<file path="config.mk">
export PLATFORM = sky130hd
export DESIGN_NAME = ps2_host_tx
export DESIGN_NICKNAME = d
export VERILOG_FILES = /design/src/rtl/ps2_host_tx.sv
export SDC_FILE = /design/constraint.sdc
export NUM_CORES = 1
export LEC_CHECK = 0
export ABC_CLOCK_PERIOD_IN_PS = 2000
export CAP_MARGIN = 20
export CORE_UTILIZATION = 40
export DETAILED_ROUTE_END_ITERATION = 6
export PLACE_DENSITY = 0.56
export SLEW_MARGIN = 0
export SYNTH_ARGS = -nofsm -noshare
export SYNTH_HDL_FRONTEND = slang
export SYNTH_SLANG_ARGS = --single-unit
</file>
<file path="constraint.sdc">
create_clock -name clk_in -period 2 [get_ports clk_in]
set_clock_uncertainty 0.05 [all_clocks]
set_input_delay 0.4 -clock clk_in [delete_from_list [all_inputs] [get_ports clk_in]]
set_output_delay 0.4 -clock clk_in [all_outputs]
set_load 0.005 [all_outputs]
</file>
<file path="src/rtl/ps2_host_tx.sv">
// PS/2 host-to-device transmitter: host-request sequence, 11-bit frame, device ack check.
// Owns the open-drain pins only between acceptance and done.
module ps2_host_tx #(
    parameter int unsigned INHIBIT_CYCLES = 5000,
    parameter int unsigned START_CYCLES   = 50,
    parameter int unsigned TIMEOUT_CYCLES = 750000
) (
    input  logic       clk_in,
    input  logic       reset_n,
    input  logic       tx_valid,
    input  logic [7:0] tx_data,
    output logic       tx_ready,
    input  logic       ps2_clock_i,
    input  logic       ps2_data_i,
    output logic       ps2_clock_oe,
    output logic       ps2_data_oe,
    output logic       busy,
    output logic       done,
    output logic       ack_ok,
    output logic       error
);

    localparam int unsigned PH_MAX  = (INHIBIT_CYCLES > START_CYCLES) ? INHIBIT_CYCLES : START_CYCLES;
    localparam int unsigned PH_W    = $clog2(PH_MAX + 1);
    localparam int unsigned TO_W    = $clog2(TIMEOUT_CYCLES + 1);
    localparam int unsigned FRAME_W = 10;
    localparam int unsigned EDGE_W  = 4;

    typedef enum logic [2:0] {
        S_IDLE,
        S_INHIBIT,
        S_START,
        S_SEND,
        S_ACK,
        S_WAIT_IDLE
    } state_e;

    state_e               state_q, state_d;
    logic [1:0]           ck_sync_q, dt_sync_q;
    logic                 ck_prev_q;
    logic [PH_W-1:0]      ph_cnt_q, ph_cnt_d;
    logic [TO_W-1:0]      to_cnt_q, to_cnt_d;
    logic [EDGE_W-1:0]    edge_q, edge_d;
    logic [FRAME_W-1:0]   sh_q, sh_d;
    logic                 clock_oe_q, clock_oe_d;
    logic                 data_oe_q, data_oe_d;
    logic                 busy_q, busy_d;
    logic                 done_q, done_d;
    logic                 ack_q, ack_d;
    logic                 err_q, err_d;
    logic                 ready_q, ready_d;
    logic                 ck_s, dt_s, fall;

    // Pin synchronizers; the idle bus is high, so reset to 1 avoids a false edge.
    always_ff @(posedge clk_in or negedge reset_n) begin
        if (!reset_n) begin
            ck_sync_q <= 2'b11;
            dt_sync_q <= 2'b11;
            ck_prev_q <= 1'b1;
        end else begin
            ck_sync_q <= {ck_sync_q[0], ps2_clock_i};
            dt_sync_q <= {dt_sync_q[0], ps2_data_i};
            ck_prev_q <= ck_sync_q[1];
        end
    end

    assign ck_s = ck_sync_q[1];
    assign dt_s = dt_sync_q[1];
    assign fall = ck_prev_q & ~ck_s;

    always_ff @(posedge clk_in or negedge reset_n) begin
        if (!reset_n) begin
            state_q    <= S_IDLE;
            ph_cnt_q   <= '0;
            to_cnt_q   <= '0;
            edge_q     <= '0;
            sh_q       <= '0;
            clock_oe_q <= 1'b0;
            data_oe_q  <= 1'b0;
            busy_q     <= 1'b0;
            done_q     <= 1'b0;
            ack_q      <= 1'b0;
            err_q      <= 1'b0;
            ready_q    <= 1'b1;
        end else begin
            state_q    <= state_d;
            ph_cnt_q   <= ph_cnt_d;
            to_cnt_q   <= to_cnt_d;
            edge_q     <= edge_d;
            sh_q       <= sh_d;
            clock_oe_q <= clock_oe_d;
            data_oe_q  <= data_oe_d;
            busy_q     <= busy_d;
            done_q     <= done_d;
            ack_q      <= ack_d;
            err_q      <= err_d;
            ready_q    <= ready_d;
        end
    end

    always_comb begin
        state_d    = state_q;
        ph_cnt_d   = ph_cnt_q;
        to_cnt_d   = to_cnt_q;
        edge_d     = edge_q;
        sh_d       = sh_q;
        clock_oe_d = clock_oe_q;
        data_oe_d  = data_oe_q;
        busy_d     = busy_q;
        done_d     = 1'b0;
        ack_d      = ack_q;
        err_d      = err_q;

        case (state_q)
            S_IDLE: begin
                clock_oe_d = 1'b0;
                data_oe_d  = 1'b0;
                if (tx_valid && ready_q) begin
                    sh_d       = {1'b1, ~^tx_data, tx_data};
                    ph_cnt_d   = '0;
                    clock_oe_d = 1'b1;
                    busy_d     = 1'b1;
                    ack_d      = 1'b0;
                    err_d      = 1'b0;
                    state_d    = S_INHIBIT;
                end
            end
            S_INHIBIT: begin
                ph_cnt_d = ph_cnt_q + PH_W'(1);
                if (ph_cnt_q == PH_W'(INHIBIT_CYCLES - 1)) begin
                    ph_cnt_d  = '0;
                    data_oe_d = 1'b1;
                    state_d   = S_START;
                end
            end
            S_START: begin
                ph_cnt_d = ph_cnt_q + PH_W'(1);
                if (ph_cnt_q == PH_W'(START_CYCLES - 1)) begin
                    ph_cnt_d   = '0;
                    clock_oe_d = 1'b0;
                    edge_d     = '0;
                    to_cnt_d   = '0;
                    state_d    = S_SEND;
                end
            end
            S_SEND: begin
                to_cnt_d = to_cnt_q + TO_W'(1);
                // Line level equals the frame bit, so pull low on a 0; stop bit releases data.
                if (fall) begin
                    data_oe_d = ~sh_q[0];
                    sh_d      = {1'b0, sh_q[FRAME_W-1:1]};
                    edge_d    = edge_q + EDGE_W'(1);
                    if (edge_q == EDGE_W'(FRAME_W - 1)) begin
                        state_d = S_ACK;
                    end
                end
            end
            S_ACK: begin
                to_cnt_d = to_cnt_q + TO_W'(1);
                if (fall) begin
                    ack_d   = ~dt_s;
                    err_d   = dt_s;
                    state_d = S_WAIT_IDLE;
                end
            end
            S_WAIT_IDLE: begin
                to_cnt_d = to_cnt_q + TO_W'(1);
                if (ck_s && dt_s) begin
                    done_d  = 1'b1;
                    busy_d  = 1'b0;
                    state_d = S_IDLE;
                end
            end
            default: begin
                clock_oe_d = 1'b0;
                data_oe_d  = 1'b0;
                busy_d     = 1'b0;
                state_d    = S_IDLE;
            end
        endcase

        // Device never finished the frame: abandon the bus and report failure.
        if ((state_q == S_SEND || state_q == S_ACK || state_q == S_WAIT_IDLE) &&
            to_cnt_q == TO_W'(TIMEOUT_CYCLES - 1)) begin
            clock_oe_d = 1'b0;
            data_oe_d  = 1'b0;
            ack_d      = 1'b0;
            err_d      = 1'b1;
            done_d     = 1'b1;
            busy_d     = 1'b0;
            state_d    = S_IDLE;
        end

        ready_d = (state_d == S_IDLE) && !done_d;
    end

    assign tx_ready     = ready_q;
    assign ps2_clock_oe = clock_oe_q;
    assign ps2_data_oe  = data_oe_q;
    assign busy         = busy_q;
    assign done         = done_q;
    assign ack_ok       = ack_q;
    assign error        = err_q;

endmodule

</file>
# [After elaboration in Yosys (flattened, before gate mapping)]
# Index checks and enable logic that the tools add are counted.
[totals] mem_bits_ro=0 ff_bits=62 mem_bits_rw=0 elab_cells=113 latchBits=0 output_inout_bits=7 n_memories=0 in_bits=13
[op_classes] n_mul=0 n_mux=43 bitwise=4 div_mod_pow=0 order_cmp=0 add_sub_neg=3 eq_ne=21 n_reduce_logical=27 shift=0
[op_table] operator="20-bit case mux with 2 select lines" count=1
[op_table] operator="13-bit 2-to-1 mux" count=3
[op_table] operator="13-bit case mux with 3 select lines" count=1
[op_table] operator="3-bit 2-to-1 mux" count=8
[op_table] operator="20-bit by 1-bit adder with 20-bit output (second input constant)" count=1
[op_table] operator="20-bit equality test (second input constant)" count=1
[op_table] operator="10-bit 2-to-1 mux" count=2
[op_table] operator="20-bit 2-to-1 mux" count=1
[op_table] operator="10-bit case mux with 2 select lines" count=1
[op_table] operator="3-bit case mux with 6 select lines" count=1
[op_table] operator="1-bit 2-to-1 mux" count=17
[op_table] operator="3-bit AND reduction" count=5
[op_table] operator="13-bit by 1-bit adder with 13-bit output (second input constant)" count=1
[op_table] operator="13-bit equality test (second input constant)" count=1
[op_table] operator="13-bit by 6-bit equality test with 1-bit output (second input constant)" count=1
[op_table] operator="3-bit by 2-bit inequality test with 1-bit output (second input constant)" count=3
[op_table] operator="3-bit inequality test (second input constant)" count=3
[op_table] operator="1-bit case mux with 3 select lines" count=3
[op_table] operator="4-bit 2-to-1 mux" count=2
[op_table] operator="4-bit case mux with 2 select lines" count=1
[op_table] operator="4-bit OR reduction" count=2
[op_table] operator="8-bit XNOR reduction" count=1
[op_table] operator="3-bit by 2-bit equality test with 1-bit output (second input constant)" count=2
[op_table] operator="3-bit equality test (second input constant)" count=2
[op_table] operator="other kinds (16)" count=34

# [Depth between registers and ports, before layout]
# Gate-level depths: netlist (run 1).
[depth] word_depth=7 mapped_depth=9 depth_no_buf=7

# [Worst setup path before layout (run 1)]
# No wires, ideal clock.
[synth_timing] path_type="reg-to-reg" start="register to_cnt_q[0]" end="register ack_q, in the netlist ack_ok" period_less_slack_ps=1896 path_stages_with_launch=9 required_time_ps=1886 t_arrival_ps=1781 setup_slack_ps=104 setup_ps=64 cell_sequence="dfrtp_1 ha_1 and2_1 buf_2 and3_1 and4_1 buf_6 a2111oi_2 a21o_1"
[synth_between] elab_chain_len=4 word_cells_on_any_way=7 cone_classes="3 x eq/ne; 1 x mux; 3 x reduce/logical"
[synth_rtl] item="from (decl)" line="42" source="logic [TO_W-1:0] to_cnt_q, to_cnt_d;"
[synth_rtl] item="from (signal assigned)" line="88" source="to_cnt_q <= to_cnt_d;"
[synth_rtl] item="20-bit equality test (*)" line="184" source="to_cnt_q == TO_W'(TIMEOUT_CYCLES - 1)) begin"
[synth_rtl] item="1-bit logical AND (*)" line="183" source="if ((state_q == S_SEND || state_q == S_ACK || state_q == S_WAIT_IDLE) &&"
[synth_rtl] item="3-bit by 2-bit inequality test with 1-bit output (no line) (tied with other cells)"
[synth_rtl] item="3-bit AND reduction (no line)"
[synth_rtl] item="to (signal assigned)" line="95" source="ack_q <= ack_d;"
[synth_rtl] item="to (decl)" line="49" source="logic ack_q, ack_d;"
# Mark *: on every way between the ends. The rest lies on a longest branch, timed or not.
# A chain may end at the register's enable or synchronous reset.

# [Worst setup path in the final report (run 1)]
[layout_timing] start="register ph_cnt_q[1]" end="register to_cnt_q[19]"
[layout_between] elab_chain_len=3
[layout_rtl] item="from (decl)" line="41" source="logic [PH_W-1:0] ph_cnt_q, ph_cnt_d;"
[layout_rtl] item="from (signal assigned)" line="87" source="ph_cnt_q <= ph_cnt_d;"
[layout_rtl] item="13-bit by 6-bit equality test with 1-bit output" line="138" source="if (ph_cnt_q == PH_W'(START_CYCLES - 1)) begin"
[layout_rtl] item="2-bit inequality test (no line)"
[layout_rtl] item="2-bit AND reduction (no line)"
# No other way between the ends.

==> results of run 1 <==
[cell usage in the layout, fill, tap and decap left out, types with 9 or more instances in the layout]
cell                              instances
sky130_fd_sc_hd__xor2_1                  19
sky130_fd_sc_hd__dfrtp_1                 56
sky130_fd_sc_hd__clkdlybuf4s50_1         18
sky130_fd_sc_hd__a21oi_1                 13
sky130_fd_sc_hd__buf_4                   41
sky130_fd_sc_hd__o21ai_0                 11
sky130_fd_sc_hd__nor2_1                  41
sky130_fd_sc_hd__and3_1                   9
sky130_fd_sc_hd__xnor2_1                 10
sky130_fd_sc_hd__a31oi_1                 13
sky130_fd_sc_hd__nand2_1                 40
sky130_fd_sc_hd__clkbuf_8                 9
[report_power, final]
part / switching (mW) / total [mW] / leakage, nW / internal (mW)
sequential: 0.00312 / 1.27 / 0.757 / 1.26
combinational: 0.0506 / 0.0943 / 1.05 / 0.0437
clock: 0.540 / 0.990 / 0.0816 / 0.450
total: 0.594 / 2.35 / 1.88 / 1.76
[per-layer routing]
metal / GRT usage (%) / vias up / share of wire [%]
li1: - / 1416 / -
met1: 25.4 / 1380 / 46
met2: 31.8 / 48 / 49
met3: 5.34 / 14 / 3.0
met4: 6.67 / 0 / 1.7
met5: 0 / - / 0
[flip-flops by register name (all words and copies together), names as in the netlist, 2 cells and up]
signal and count:
edge_q 4, to_cnt_q 20, state_q 3, sh_q 10, ph_cnt_q 13, ck_sync_q 2
dt_sync_q 2
[metrics by stage]
stage / std cells / area [um^2] / setup TNS [ns] / hold WS, ns / worst slack (ns)
final: 526 / 4230 / 0 / 0.0132 / 0.0937
after global routing: 526 / 4230 / -0.00391 / 0.0325 / -0.00386
after detailed placement: 504 / 3970 / -0.125 / 0.297 / -0.0455
after floorplan: 356 / 3400 / 0 / 0.0544 / 0.104
after global placement: 504 / 3970 / 0 / 0.295 / 0.0378
after CTS: 520 / 4150 / 0 / 0.0125 / 0.0189
[kinds of logic (layout without fill, tap and decap cells)]
family,count (synthesis),count (layout),synth area share [%]
flops,62,62,45.8
compound gates,84,85,17.1
buf+inv,24,88,3.68
simple gates,151,151,23.8
fa+ha+maj,5,5,1.84
mux,1,1,0.331
xor+xnor,29,29,7.46
[worst paths after layout]
check	start	end	slack [ns]	depth (start not counted)
max	ph_cnt_q[1]	to_cnt_q[19]	0.09	9
min reg2reg	ck_sync_q[0]	ck_sync_q[1]	0.31	0
max reg2reg	ph_cnt_q[1]	to_cnt_q[19]	0.09	9
min in group clk_in	ck_sync_q[0]	ck_sync_q[1]	0.31	0
max in group asynchronous	reset_n	dt_sync_q[1]	1.59	2
min	reset_n	to_cnt_q[7]	0.01	2
[area by class of cell]
| type | instances | area, um^2 | area share (%) |
|---|---|---|---|
| inverter | 7 | 26.3 | 0.621 |
| timing repair buffer | 65 | 576 | 13.6 |
| clock buffer | 9 | 124 | 2.93 |
| sequential | 62 | 1560 | 36.8 |
| clock inverter | 7 | 50.0 | 1.18 |
| multi-input combinational | 271 | 1770 | 41.8 |
| tap | 105 | 131 | 3.10 |
[what timing repair did]
action | 4_1_cts | 5_1_grt
pin swaps | 0 | 5
setup buffers | 0 | 5
cloned | 0 | 1
gates resized for setup | 1 | 11
setup endpoints to repair | 4 | 33
==> results.toml, run 1 <==
[synth]
syn_area_um2 = 3400
synth_async_sr_flop_share_pct = 100
synth_top_flop_cell = "sky130_fd_sc_hd__dfrtp_1"
synth.net_count = 374
yosysTopAreaCellShare_pct = 41.2
synth.ff_latch_count = 62
yosys_warnings = 0
synth_cell_count_leaders = "sky130_fd_sc_hd__dfrtp_1, sky130_fd_sc_hd__nor2_1, sky130_fd_sc_hd__nand2_1"
netlist.top_cell.by_area = "sky130_fd_sc_hd__dfrtp_1"
yosys-top-cells-area = "sky130_fd_sc_hd__dfrtp_1, sky130_fd_sc_hd__xor2_1, sky130_fd_sc_hd__dfstp_2"
unique_cell_type_count_in_the_yosys_netlist = 57
synth.yosys.seq_area_share_pct = 45.8
synth-edff-count = 0
yosys.cell_count.top_type = "sky130_fd_sc_hd__dfrtp_1"
avgSynthCellArea_um2 = 9.56
synth_cells = 356

[timing]
number_of_hold_violations_in_the_final_report = 0
slew_violations = 0
max_freq_mhz = 525
period_needed_ns = 1.91
worst_slew_margin_rel_pct = 75.9
layout_worst_path_cycle_share_pct = 95.3
setup_viol = 0
tightestPinTransition_ns = 0.362

[global_route]
antenna_found_initial = 0
grt_pass1_wl_um = 13400
grt_remaining_overflow = 0
globalRouteTotalUtil_pct = 19.7
vias_in_the_first_global_route = 2771
grt_start_max_net_pins = 63

[cells_and_area]
layout-drive-gt1-share_pct = 21.6
fill_cells = 764
postLayoutCoreUtil_pct = 51.5
insertedDiodeCount = 0
area_growth_pct = 24.4
num-nets-final = 434

[critical_path]
timing.critical_path.required_ns = 2.23
setup.worst_path.class = "flop to flop"
critical-path-top-delay-family = "simple AND/OR/NAND/NOR gates"
critPathBufInv = 3
critPathArrivalTime_ns = 2.13
cp-start-kind = "flop"
path_max_fanout = 15
critical_path.cell_chain = "inv_2 > ha_1 > nor4b_4 > buf_4 > and4_4 > buf_12 > o2111ai_1 > xor2_1 > nor2_1"
cpPeakStageDelay_ns = 0.42
crit_path_slowest_cell = "sky130_fd_sc_hd__dfrtp_1"
critPathCaptureType = "flop"

[flow_run]
max_cap_viol_count = 0

[route]
drt_pre_antenna_iters = 4
wire_per_inst_um = 15.2
drt-initial-drc-count = 107
antenna_left = 0
wl_um = 8000
via_per_inst = 5.43
drc = 0
num_vias = 2858

[cts]
cts_num_sinks = 62
clock_tree.root_cell = "sky130_fd_sc_hd__clkbuf_8"
h-tree-depth = 3
cts-hold-fix-buffers = 0
clock_path_buffers = 2
clock_latency_at_the_later_pin_of_the_worst_skew_pair_ns = 0.35
cts_buffers = 9
tritoncts_clock_tree = "done"
path_clk_slew_ns = 0.08

[die]
io_pins = 20
num_rows = 33
core-area_um2 = 8220
die_outline_height_um = 94.2
die_w_um = 94.2
start_util_pct = 41.4
die_area_um2 = 8880

[power_and_ir_drop]
power.static_leakage_nw = 1.88
finalPower_mw = 2.35
powerDensity_nw_per_um2 = 555
vdd.ir_drop.worst_v = 0.000259

[placement]
finalWeightedCongestion = 0.854
port_buffers = 19
detailedPlacementHpwl_um = 5360

[run_status]
outcome = "finished, final reports clean"

[min_path]
hold_path_class = "input pin to async pin"
Power figures use the tool's default switching activity.
==> run 2, diff against run 1 <==
--- a/config.mk
+++ b/config.mk
@@ -10,7 +10,7 @@
 export CORE_UTILIZATION = 40
 export DETAILED_ROUTE_END_ITERATION = 6
 export PLACE_DENSITY = 0.56
-export SLEW_MARGIN = 0
+export SLEW_MARGIN = 30
 export SYNTH_ARGS = -nofsm -noshare
 export SYNTH_HDL_FRONTEND = slang
 export SYNTH_SLANG_ARGS = --single-unit
==> results of run 2 <==
Same layout as run 1: the final DEF is identical, and so are final timing and power.
